<file path="src/rtl/unsigned_int_div32_pkg.sv">
// udiv_pkg: shared FSM state encoding, default operand width and counter sizing for the divider
package udiv_pkg;
  typedef enum logic [1:0] {IDLE, RUN, DONE} state_t;
  localparam int DEF_WIDTH = 32;
  function automatic int cnt_w(input int w);
    return w > 1 ? $clog2(w) : 1;
  endfunction
  localparam int CNT_W = cnt_w(DEF_WIDTH);
endpackage

</file>
<file path="src/rtl/unsigned_int_div32_if.sv">
// unsigned_int_div32_if: start/ready/done request and result bundle between a requester and the divider
interface unsigned_int_div32_if
  import udiv_pkg::*;
#(
  parameter int WIDTH = DEF_WIDTH
);
  logic               start;
  logic [2*WIDTH-1:0] dividend;
  logic [WIDTH-1:0]   divisor;
  logic               ready;
  logic               busy;
  logic               done;
  logic [WIDTH-1:0]   quotient;
  logic [WIDTH-1:0]   remainder;
  logic               div_by_zero;
  logic               overflow;
  modport master (
    output start, dividend, divisor,
    input  ready, busy, done, quotient, remainder, div_by_zero, overflow
  );
  modport slave (
    input  start, dividend, divisor,
    output ready, busy, done, quotient, remainder, div_by_zero, overflow
  );
endinterface

</file>
<file path="src/rtl/unsigned_int_div32_step.sv">
// udiv_step: one combinational restoring-division step (shift in a bit, trial subtract, keep or restore)
module udiv_step #(
  parameter int WIDTH = 32
) (
  input  logic [WIDTH:0]   prem,
  input  logic             bit_in,
  input  logic [WIDTH-1:0] divisor,
  output logic [WIDTH:0]   prem_nx,
  output logic             q_bit
);
  logic [WIDTH+1:0] sh;
  logic [WIDTH+1:0] diff;
  // the partial remainder is always below the divisor, so the shifted value fits W+1 bits and diff's MSB is a true sign
  always_comb begin
    sh      = {prem, bit_in};
    diff    = sh - {2'b00, divisor};
    q_bit   = ~diff[WIDTH+1];
    prem_nx = q_bit ? diff[WIDTH:0] : sh[WIDTH:0];
  end
endmodule

</file>
<file path="src/rtl/unsigned_int_div32.sv">
// unsigned_int_div32: iterative radix-2 restoring divider, 2W/W -> W quotient + W remainder, one bit per clock.
// Optional macro UDIV_FASTPATH_EN: divisor==1 (high half 0) or dividend==0 completes straight from IDLE.
module unsigned_int_div32
  import udiv_pkg::*;
#(
  parameter int WIDTH = DEF_WIDTH
) (
  input logic               clk,
  input logic               rst_n,
  unsigned_int_div32_if.slave bus
);
  localparam int CW = cnt_w(WIDTH);
  state_t           state, state_nx;
  logic [WIDTH:0]   prem, prem_nx;
  logic [WIDTH-1:0] shreg, dvs_r, hi, lo, q_r, r_r;
  logic [CW-1:0]    cnt;
  logic             q_bit, zero_div, ovf_chk, fast, dbz_r, ovf_r;
  assign hi       = bus.dividend[2*WIDTH-1:WIDTH];
  assign lo       = bus.dividend[WIDTH-1:0];
  assign zero_div = bus.divisor == '0;
  assign ovf_chk  = hi >= bus.divisor;
`ifdef UDIV_FASTPATH_EN
  assign fast = (bus.divisor == WIDTH'(1) && hi == '0) || bus.dividend == '0;
`else
  assign fast = 1'b0;
`endif
  assign bus.ready       = state == IDLE;
  assign bus.busy        = state == RUN;
  assign bus.done        = state == DONE;
  assign bus.quotient    = q_r;
  assign bus.remainder   = r_r;
  assign bus.div_by_zero = dbz_r;
  assign bus.overflow    = ovf_r;
  udiv_step #(.WIDTH(WIDTH)) u_step (
    .prem    (prem),
    .bit_in  (shreg[WIDTH-1]),
    .divisor (dvs_r),
    .prem_nx (prem_nx),
    .q_bit   (q_bit)
  );
  // state register; reset aborts any division in flight
  always_ff @(posedge clk or negedge rst_n)
    if (!rst_n) state <= IDLE;
    else        state <= state_nx;
  // next state: exceptional and fast-path requests skip RUN, DONE always returns to IDLE
  always_comb begin
    state_nx = state;
    case (state)
      IDLE:    if (bus.start) state_nx = (zero_div || ovf_chk || fast) ? DONE : RUN;
      RUN:     if (cnt == '0) state_nx = DONE;
      default: state_nx = IDLE;
    endcase
  end
  // datapath: shreg feeds dividend bits out of its MSB and collects quotient bits at its LSB
  always_ff @(posedge clk or negedge rst_n)
    if (!rst_n) begin
      prem  <= '0;
      shreg <= '0;
      dvs_r <= '0;
      cnt   <= '0;
      q_r   <= '0;
      r_r   <= '0;
      dbz_r <= 1'b0;
      ovf_r <= 1'b0;
    end else if (state == IDLE && bus.start) begin
      dbz_r <= zero_div;
      ovf_r <= !zero_div && ovf_chk;
      dvs_r <= bus.divisor;
      prem  <= {1'b0, hi};
      shreg <= lo;
      cnt   <= CW'(WIDTH - 1);
      q_r   <= (zero_div || ovf_chk) ? '1 : fast ? lo : q_r;
      r_r   <= zero_div ? lo : (ovf_chk || fast) ? '0 : r_r;
    end else if (state == RUN) begin
      prem  <= prem_nx;
      shreg <= {shreg[WIDTH-2:0], q_bit};
      cnt   <= cnt - 1'b1;
      if (cnt == '0) begin
        q_r <= {shreg[WIDTH-2:0], q_bit};
        r_r <= prem_nx[WIDTH-1:0];
      end
    end
endmodule

</file>
<file path="src/flat_wrapper.sv">
// flat-port wrapper written by rule: the top's interface ports become plain ports
module unsigned_int_div32_flat import udiv_pkg::*;
#(
  parameter int WIDTH = DEF_WIDTH
)
  (clk, rst_n, bus_start, bus_dividend, bus_divisor, bus_ready, bus_busy, bus_done, bus_quotient, bus_remainder, bus_div_by_zero, bus_overflow);
  unsigned_int_div32_if #(.WIDTH(WIDTH)) bus_i ();
  input logic clk;
  input logic rst_n;
  input wire logic [$bits(bus_i.start)-1:0] bus_start;
  input wire logic [$bits(bus_i.dividend)-1:0] bus_dividend;
  input wire logic [$bits(bus_i.divisor)-1:0] bus_divisor;
  output wire logic [$bits(bus_i.ready)-1:0] bus_ready;
  output wire logic [$bits(bus_i.busy)-1:0] bus_busy;
  output wire logic [$bits(bus_i.done)-1:0] bus_done;
  output wire logic [$bits(bus_i.quotient)-1:0] bus_quotient;
  output wire logic [$bits(bus_i.remainder)-1:0] bus_remainder;
  output wire logic [$bits(bus_i.div_by_zero)-1:0] bus_div_by_zero;
  output wire logic [$bits(bus_i.overflow)-1:0] bus_overflow;
  assign bus_i.start = bus_start;
  assign bus_i.dividend = bus_dividend;
  assign bus_i.divisor = bus_divisor;
  assign bus_ready = bus_i.ready;
  assign bus_busy = bus_i.busy;
  assign bus_done = bus_i.done;
  assign bus_quotient = bus_i.quotient;
  assign bus_remainder = bus_i.remainder;
  assign bus_div_by_zero = bus_i.div_by_zero;
  assign bus_overflow = bus_i.overflow;
  unsigned_int_div32 #(.WIDTH(WIDTH)) u_core (.clk(clk), .rst_n(rst_n), .bus(bus_i));
endmodule
</file>
<file path="config.mk">
export PLATFORM = sky130hd
export DESIGN_NAME = unsigned_int_div32_flat
export DESIGN_NICKNAME = d
export VERILOG_FILES = /design/src/rtl/unsigned_int_div32_pkg.sv /design/src/rtl/unsigned_int_div32_if.sv /design/src/rtl/unsigned_int_div32_step.sv /design/src/rtl/unsigned_int_div32.sv /design/src/flat_wrapper.sv
export SDC_FILE = /design/constraint.sdc
export NUM_CORES = 1
export LEC_CHECK = 0
export CAP_MARGIN = 10
export CORE_ASPECT_RATIO = 1.2
export CORE_MARGIN = 10
export CORE_UTILIZATION = 55
export CTS_CLUSTER_DIAMETER = 150
export CTS_CLUSTER_SIZE = 30
export DETAILED_ROUTE_END_ITERATION = 10
export PLACE_DENSITY = 0.81
export SLEW_MARGIN = 20
export SYNTH_ARGS = -nofsm -noshare
export SYNTH_HDL_FRONTEND = slang
export SYNTH_SLANG_ARGS = --single-unit
</file>
<file path="constraint.sdc">
create_clock -name clk -period 3.2 [get_ports clk]
set_clock_uncertainty 0.05 [all_clocks]
set_input_delay 0.64 -clock clk [delete_from_list [all_inputs] [get_ports clk]]
set_output_delay 0.64 -clock clk [all_outputs]
set_load 0.005 [all_outputs]
</file>
; ---- Word-level counts from Yosys, hierarchy flattened
; Index checks and enable logic that the tools add are counted.
[word_totals]
register_bits = 170
output_inout_bits = 69
[op_classes]
add_sub_neg = 2
n_lt_le_gt_ge = 1
n_eq_ne = 6
muxes = 20
n_bitwise = 1
n_reduce_logical = 12
[ops]
columns = op, count
row1 = $mux 32, 11
row2 = $mux 33, 3
row3 = $sub 34x32->34, 1
row4 = $ge 32x32->1, 1
row5 = $logic_not 32->1, 1
row6 = $mux 5, 2
row7 = $mux 2, 3
row8 = $reduce_and 3->1, 2
row9 = $logic_not 5->1, 1
row10 = $sub 5x1->5 const B, 1
row11 = $ne 2x1->1 const B, 2
row12 = $pmux 2 s2, 1
row13 = $reduce_bool 2->1, 2
row14 = $ne 3x1->1 const B, 1
row15 = $eq 2x1->1 const B, 1
row16 = $eq 2x2->1 const B, 1
row17 = $logic_and 1x1->1, 2
row18 = $logic_not 2->1, 1
row19 = $ne 2x2->1 const B, 1
row20 = $reduce_and 2->1, 1
row21 = $logic_not 1->1, 1
row22 = $logic_or 1x1->1, 1
row23 = $not 1->1, 1

; ---- Logic depth before layout (Yosys ltp)
[depth]
word_depth = 5
ltp_mapped = 13
ltp_nobuf = 11

; ---- Hierarchy
; Synthesis repeated with hierarchy kept, for this count alone.
[unflattened]
cells_unflattened = 1148
hier_area_um2 = 10652.7
[modules_own_cells]
columns = module, n_inst, cells_per_inst, area_each_um2
row1 = unsigned_int_div32, 1, 842, 8439.3
row2 = udiv_step, 1, 306, 2213.4

; ---- Worst setup path after synthesis
; Ideal clock, no wire load.
[synth_path]
kind = in2reg
from = in bus_divisor[19]
to = reg u_core.q_r[12] (netlist: u_core.bus.quotient[12])
setup_time_ns = 0.121
t_arrival_ns = 2.597
t_required_ns = 3.029
slack_ns = 0.432
path_stages = 13
cell_sequence = inv_1 > ha_1 > a21oi_1 > o21ai_0 > a221oi_1 > o221ai_1 > a31oi_1 > a22o_1 > inv_1 > buf_2 > buf_2 > nor2_1 > nor2_1
[synth_between]
elab_chain_cells = 4
elab_cells_between_ends = 5
cone_classes = 1 x order compare / 1 x eq/ne / 3 x reduce/logical
[synth_lines]
columns = item, line_no
row1 = "start, declared", flat_wrapper.sv:12  ; input wire logic [$bits(bus_i.divisor)-1:0] bus_divisor;
row2 = $ge 32x32->1 / $logic_not 32->1 (equally long branches), "unsigned_int_div32.sv:21, unsigned_int_div32.sv:20"
row3 = $logic_or 1x1->1 (*), unsigned_int_div32.sv:72  ; q_r <= (zero_div || ovf_chk) ? '1 : fast ? lo : q_r;
row4 = $ne 2x1->1 (no line) (*), --
row5 = $reduce_and 3->1 (no line) (*), --
row6 = "end signal, assigned", unsigned_int_div32.sv:72
row7 = "end signal, assigned", unsigned_int_div32.sv:79  ; q_r <= {shreg[WIDTH-2:0], q_bit};
row8 = "end, declared", unsigned_int_div32.sv:15  ; logic [WIDTH-1:0] shreg, dvs_r, hi, lo, q_r, r_r;
; Mark *: on every way between the ends. The rest lies on a longest branch, timed or not.
; A chain may end at the register's enable or synchronous reset.

; ---- Worst setup path in the final report
[layout_path]
from = reg u_core.prem[10]
to = reg u_core.r_r[9] (netlist: u_core.bus.remainder[9])
[layout_between]
elab_chain_cells = 5
[layout_lines]
columns = item, line_no
row1 = "start, declared", unsigned_int_div32.sv:14  ; logic [WIDTH:0] prem, prem_nx;
row2 = "start signal, assigned", unsigned_int_div32.sv:69  ; prem <= {1'b0, hi};
row3 = "start signal, assigned", unsigned_int_div32.sv:75  ; prem <= prem_nx;
row4 = $sub 34x32->34, unsigned_int_div32_step.sv:16  ; diff = sh - {2'b00, divisor};
row5 = $mux 33, unsigned_int_div32_step.sv:18  ; prem_nx = q_bit ? diff[WIDTH:0] : sh[WIDTH:0];
row6 = $mux 32, unsigned_int_div32.sv:78  ; if (cnt == '0) begin
row7 = $mux 32, unsigned_int_div32.sv:74  ; end else if (state == RUN) begin
row8 = $mux 32, unsigned_int_div32.sv:65  ; end else if (state == IDLE && bus.start) begin
row9 = "end signal, assigned", unsigned_int_div32.sv:73  ; r_r <= zero_div ? lo : (ovf_chk || fast) ? '0 : r_r;
row10 = "end signal, assigned", unsigned_int_div32.sv:80  ; r_r <= prem_nx[WIDTH-1:0];
row11 = "end, declared", unsigned_int_div32.sv:15
; Every way passes these cells. The select of a mux whose other input is x is not followed.

==> key figures <==
Outcome
  – Status: finished, final reports clean

Power
  – Combinational fraction of design power: 68.0%
  – Max VDD drop: 696 uV
  – Pwr per Cell Area: 1220 nW/um^2
  – Part of the power in registers: 20.3%
  – Pint: 9.09 mW
  – Switching share of total power: 47.8%
  – Clk network pwr share: 11.7%
  – Net Sw Power: 8.33 mW
  – Leakage: 6.27 nW

STA
  – Rel. slew slack: 48.5%
  – Final max-slew violation count: 0
  – Tcrit/Tclk final: 96.5%
  – Endpoints failing hold: 0
  – Final setup vio count: 0
  – Worst-Margin Slew: 0.773 ns
  – Post-layout min period: 3.09 ns
  – Peak Freq: 0.324 GHz
  – Final worst slack: 0.111 ns
  – WHS: 0.163 ns

Worst hold path
  – Worst Hold Class: in -> async

CTS
  – CTS clock-pin slew for the worst setup and hold paths: 0.07 ns
  – Hold buffer count at CTS: 0
  – CTS tree: built
  – Worst-case clock buffer depth: 2
  – Clock Sinks: 170
  – Root buffer cell: clkbuf_16
  – Cts bufs inserted: 17
  – H-tree Lvls: 4
  – Worst-Skew Late Latency: 0.44 ns

Final layout
  – Final std cells w/o fill: 1,769
  – Layout cells sized above 1: 14.9%
  – Nets: 1,666
  – N_diodes: 0
  – Area grow syn2layout: 33.7%

Global route
  – Largest net degree at the start of global routing: 73
  – GRT Total Usage: 26.7%
  – Antenna violations before repair: 0
  – GRT overflow: 0
  – Vias in the first global route: 10.6k
  – First-pass GRT wire length: 55,300 um

Die
  – Die Wd: 147 um
  – Initial Util: 56.3%
  – IO Count: 168
  – DIE AREA: 25,400 sq um
  – Die Ht: 172 um
  – Core area: 18,900 sq um
  – Rows: 55

Synthesis
  – Post-synth EDFFs: 0
  – Largest family of logic cells by synthesized area: compound AO/OA/AOI/OAI gates
  – Cells after synthesis: 1,239
  – Syn_area_per_cell: 8.60 sq um
  – Area contributors post-synth: dfrtp_1 (40%), ha_1 (7.8%), nor2_1 (5.7%)
  – Library cells used by synthesis: 81
  – Top cell type by total area after synthesis: dfrtp_1
  – Simple-gate area share of the yosys netlist: 18.5%
  – Multiplexer share of the synthesized area: 1.89%
  – Synth warn: 0
  – Synth Area in Adders: 7.94%
  – Synthesized net count: 1,405
  – Synth Area in Compound Gates: 24.4%
  – Seq cells post-synth: 170
  – FFs w/ async S/R, synth: 100%
  – XOR/XNOR Fraction of Synth Area: 1.56%
  – Synth Cell Area: 10,700 sq um
  – Top cell type's share of synthesized area: 39.9%
  – Sequential share of the synthesized area: 39.9%
  – Main synth FF type: dfrtp_1

Place
  – Placed Cells: 1,732
  – Placer's final routability congestion estimate: 0.937
  – I/O Buffers: 167
  – Dpl ws: -0.516 ns
  – HPWL Detailed: 25,900 um

Setup path
  – Worst Path Required: 3.48 ns
  – Worst Setup Path Type: reg -> reg
  – Worst setup SP type: register
  – CP endpoint kind: register
  – Crit path DAT: 3.37 ns
  – CP max FO: 8

Drt
  – DR WL/cell: 19.7 um
  – First drt pass iteration count: 7
  – Detailed Route Iter0 Violations: 1,077
  – Vias per cell: 6.13
  – Post-Route WL: 34,900 um
  – Drc violations: 0
  – DR vias: 10.8k
  – Post-route ant nets: 0

Flow run
  – Max-cap violations: 0
==> cell families (layout without fill, tap and decap cells) <==
| group | after synthesis | after routing |
|---|---|---|
| fa+ha+maj | 67 | 67 |
| buf+inv | 153 | 426 |
| xor+xnor | 19 | 19 |
| mux | 19 | 19 |
| simple gates | 430 | 430 |
| flops | 170 | 170 |
| compound gates | 381 | 382 |
==> synthesized netlist by cell type, drive strengths merged, types with 7 or more instances <==
library cell and count:
a31oi 16, nand2b 7, a221oi 17, nor4 12, ha 66, o22ai 31
nor3 49, and3 11, o211ai 17, a32oi 11, buf 18, o21a 16
nand2 110, nand3 25, and2 15, nand4 8, a21o 23, xnor2 14
dfrtp 170, mux2i 13, inv 80, nor2 163, a211oi 7, a21oi 52
clkbuf 53, o21ai 102, a22oi 30
==> routing by layer <==
layer	GRT usage [%]	share of wire [%]	up-vias
li1	-	-	5030
met1	32.5	40	5216
met2	46.6	49	514
met3	5.05	8.1	87
met4	9.15	2.9	0
met5	0	0	-
==> through the flow <==
step | setup TNS (ns) | power [mW] | utilization (%) | instance area [sq um]
final | 0 | 17.4 | 75.3 | 14200
after global routing | -0.0321 | 18.6 | 75.3 | 14200
after CTS | 0 | 16.8 | 74.5 | 14100
after detailed placement | -29.02 | 14.5 | 71.2 | 13500
after global placement | -21.87 | 14.3 | 71.2 | 13500
after floorplan | 0 | 10.5 | - | 10700
==> critical path, cell delays in order (launching register included) <==
cell and delay (ns):
dfrtp_1 0.42, ha_1 0.37, and3_1 0.24, o21a_1 0.21, a311oi_4 0.39, a311o_2 0.31
o211a_4 0.26, buf_4 0.18, mux2i_1 0.19, buf_4 0.15, o211ai_1 0.09, o21a_1 0.12
==> worst paths after layout <==
kind,start,to,slack (ns),cells past startpoint
setup / recovery,u_core.prem[10]$_DFFE_PN0P_,u_core.bus.remainder[9]$_DFFE_PN0P_,0.11,11
hold / removal,rst_n,u_core.prem[10]$_DFFE_PN0P_,0.16,1
setup reg to reg,u_core.prem[10]$_DFFE_PN0P_,u_core.bus.remainder[9]$_DFFE_PN0P_,0.11,11
hold reg to reg,u_core.bus.div_by_zero$_DFFE_PN0P_,u_core.bus.div_by_zero$_DFFE_PN0P_,0.43,1
max in group asynchronous,rst_n,u_core.bus.quotient[28]$_DFFE_PN0P_,2.20,2
min in group clk,u_core.bus.div_by_zero$_DFFE_PN0P_,u_core.bus.div_by_zero$_DFFE_PN0P_,0.43,1
==> power groups by stage <==
stage / combinational, mW / clock, mW / sequential [mW]
finish: 11.8 / 2.04 / 3.54
global route: 12.8 / 2.13 / 3.61
CTS: 11.2 / 2.05 / 3.50
detailed placement: 11.0 / 0 / 3.53
global placement: 10.8 / 0 / 3.49
floorplan: 7.12 / 0 / 3.36
==> final cells by class <==
cell class | count | area (sq um)
Inverter | 82 | 308
Clock inverter | 14 | 155
Multi-Input combinational cell | 917 | 5940
Timing Repair Buffer | 312 | 2840
Tap cell | 256 | 320
Clock buffer | 18 | 429
Fill cell | 1395 | 4680
Sequential cell | 170 | 4250
==> registers in the layout (all words and copies together) (netlist names) <==
| name | cells |
|---|---|
| u_core.bus.div_by_zero | 1 |
| u_core.bus.overflow | 1 |
| u_core.prem | 33 |
| u_core.bus.quotient | 32 |
| u_core.cnt | 5 |
| u_core.dvs_r | 32 |
| u_core.state | 2 |
| u_core.shreg | 32 |
| u_core.bus.remainder | 32 |
==> cells in the final DEF (no fill, tap or decap), types with 20 or more instances in the layout <==
cell type	n
nand2_1	108
o21ai_1	20
buf_4	138
clkdlybuf4s50_1	166
a21o_1	22
a21oi_1	51
nor3_1	48
nand3_1	25
nor2_1	161
inv_1	79
ha_1	65
a22oi_1	29
o21ai_0	81
o22ai_1	31
dfrtp_1	170
==> timing repair <==
action,in CTS,in global routing
gates resized for setup,1,26
cloned,0,1
endpoints found under the setup margin,44,73
setup buffers,4,0
pin swaps,1,4
Note: power is estimated with default switching activity, not from simulation.
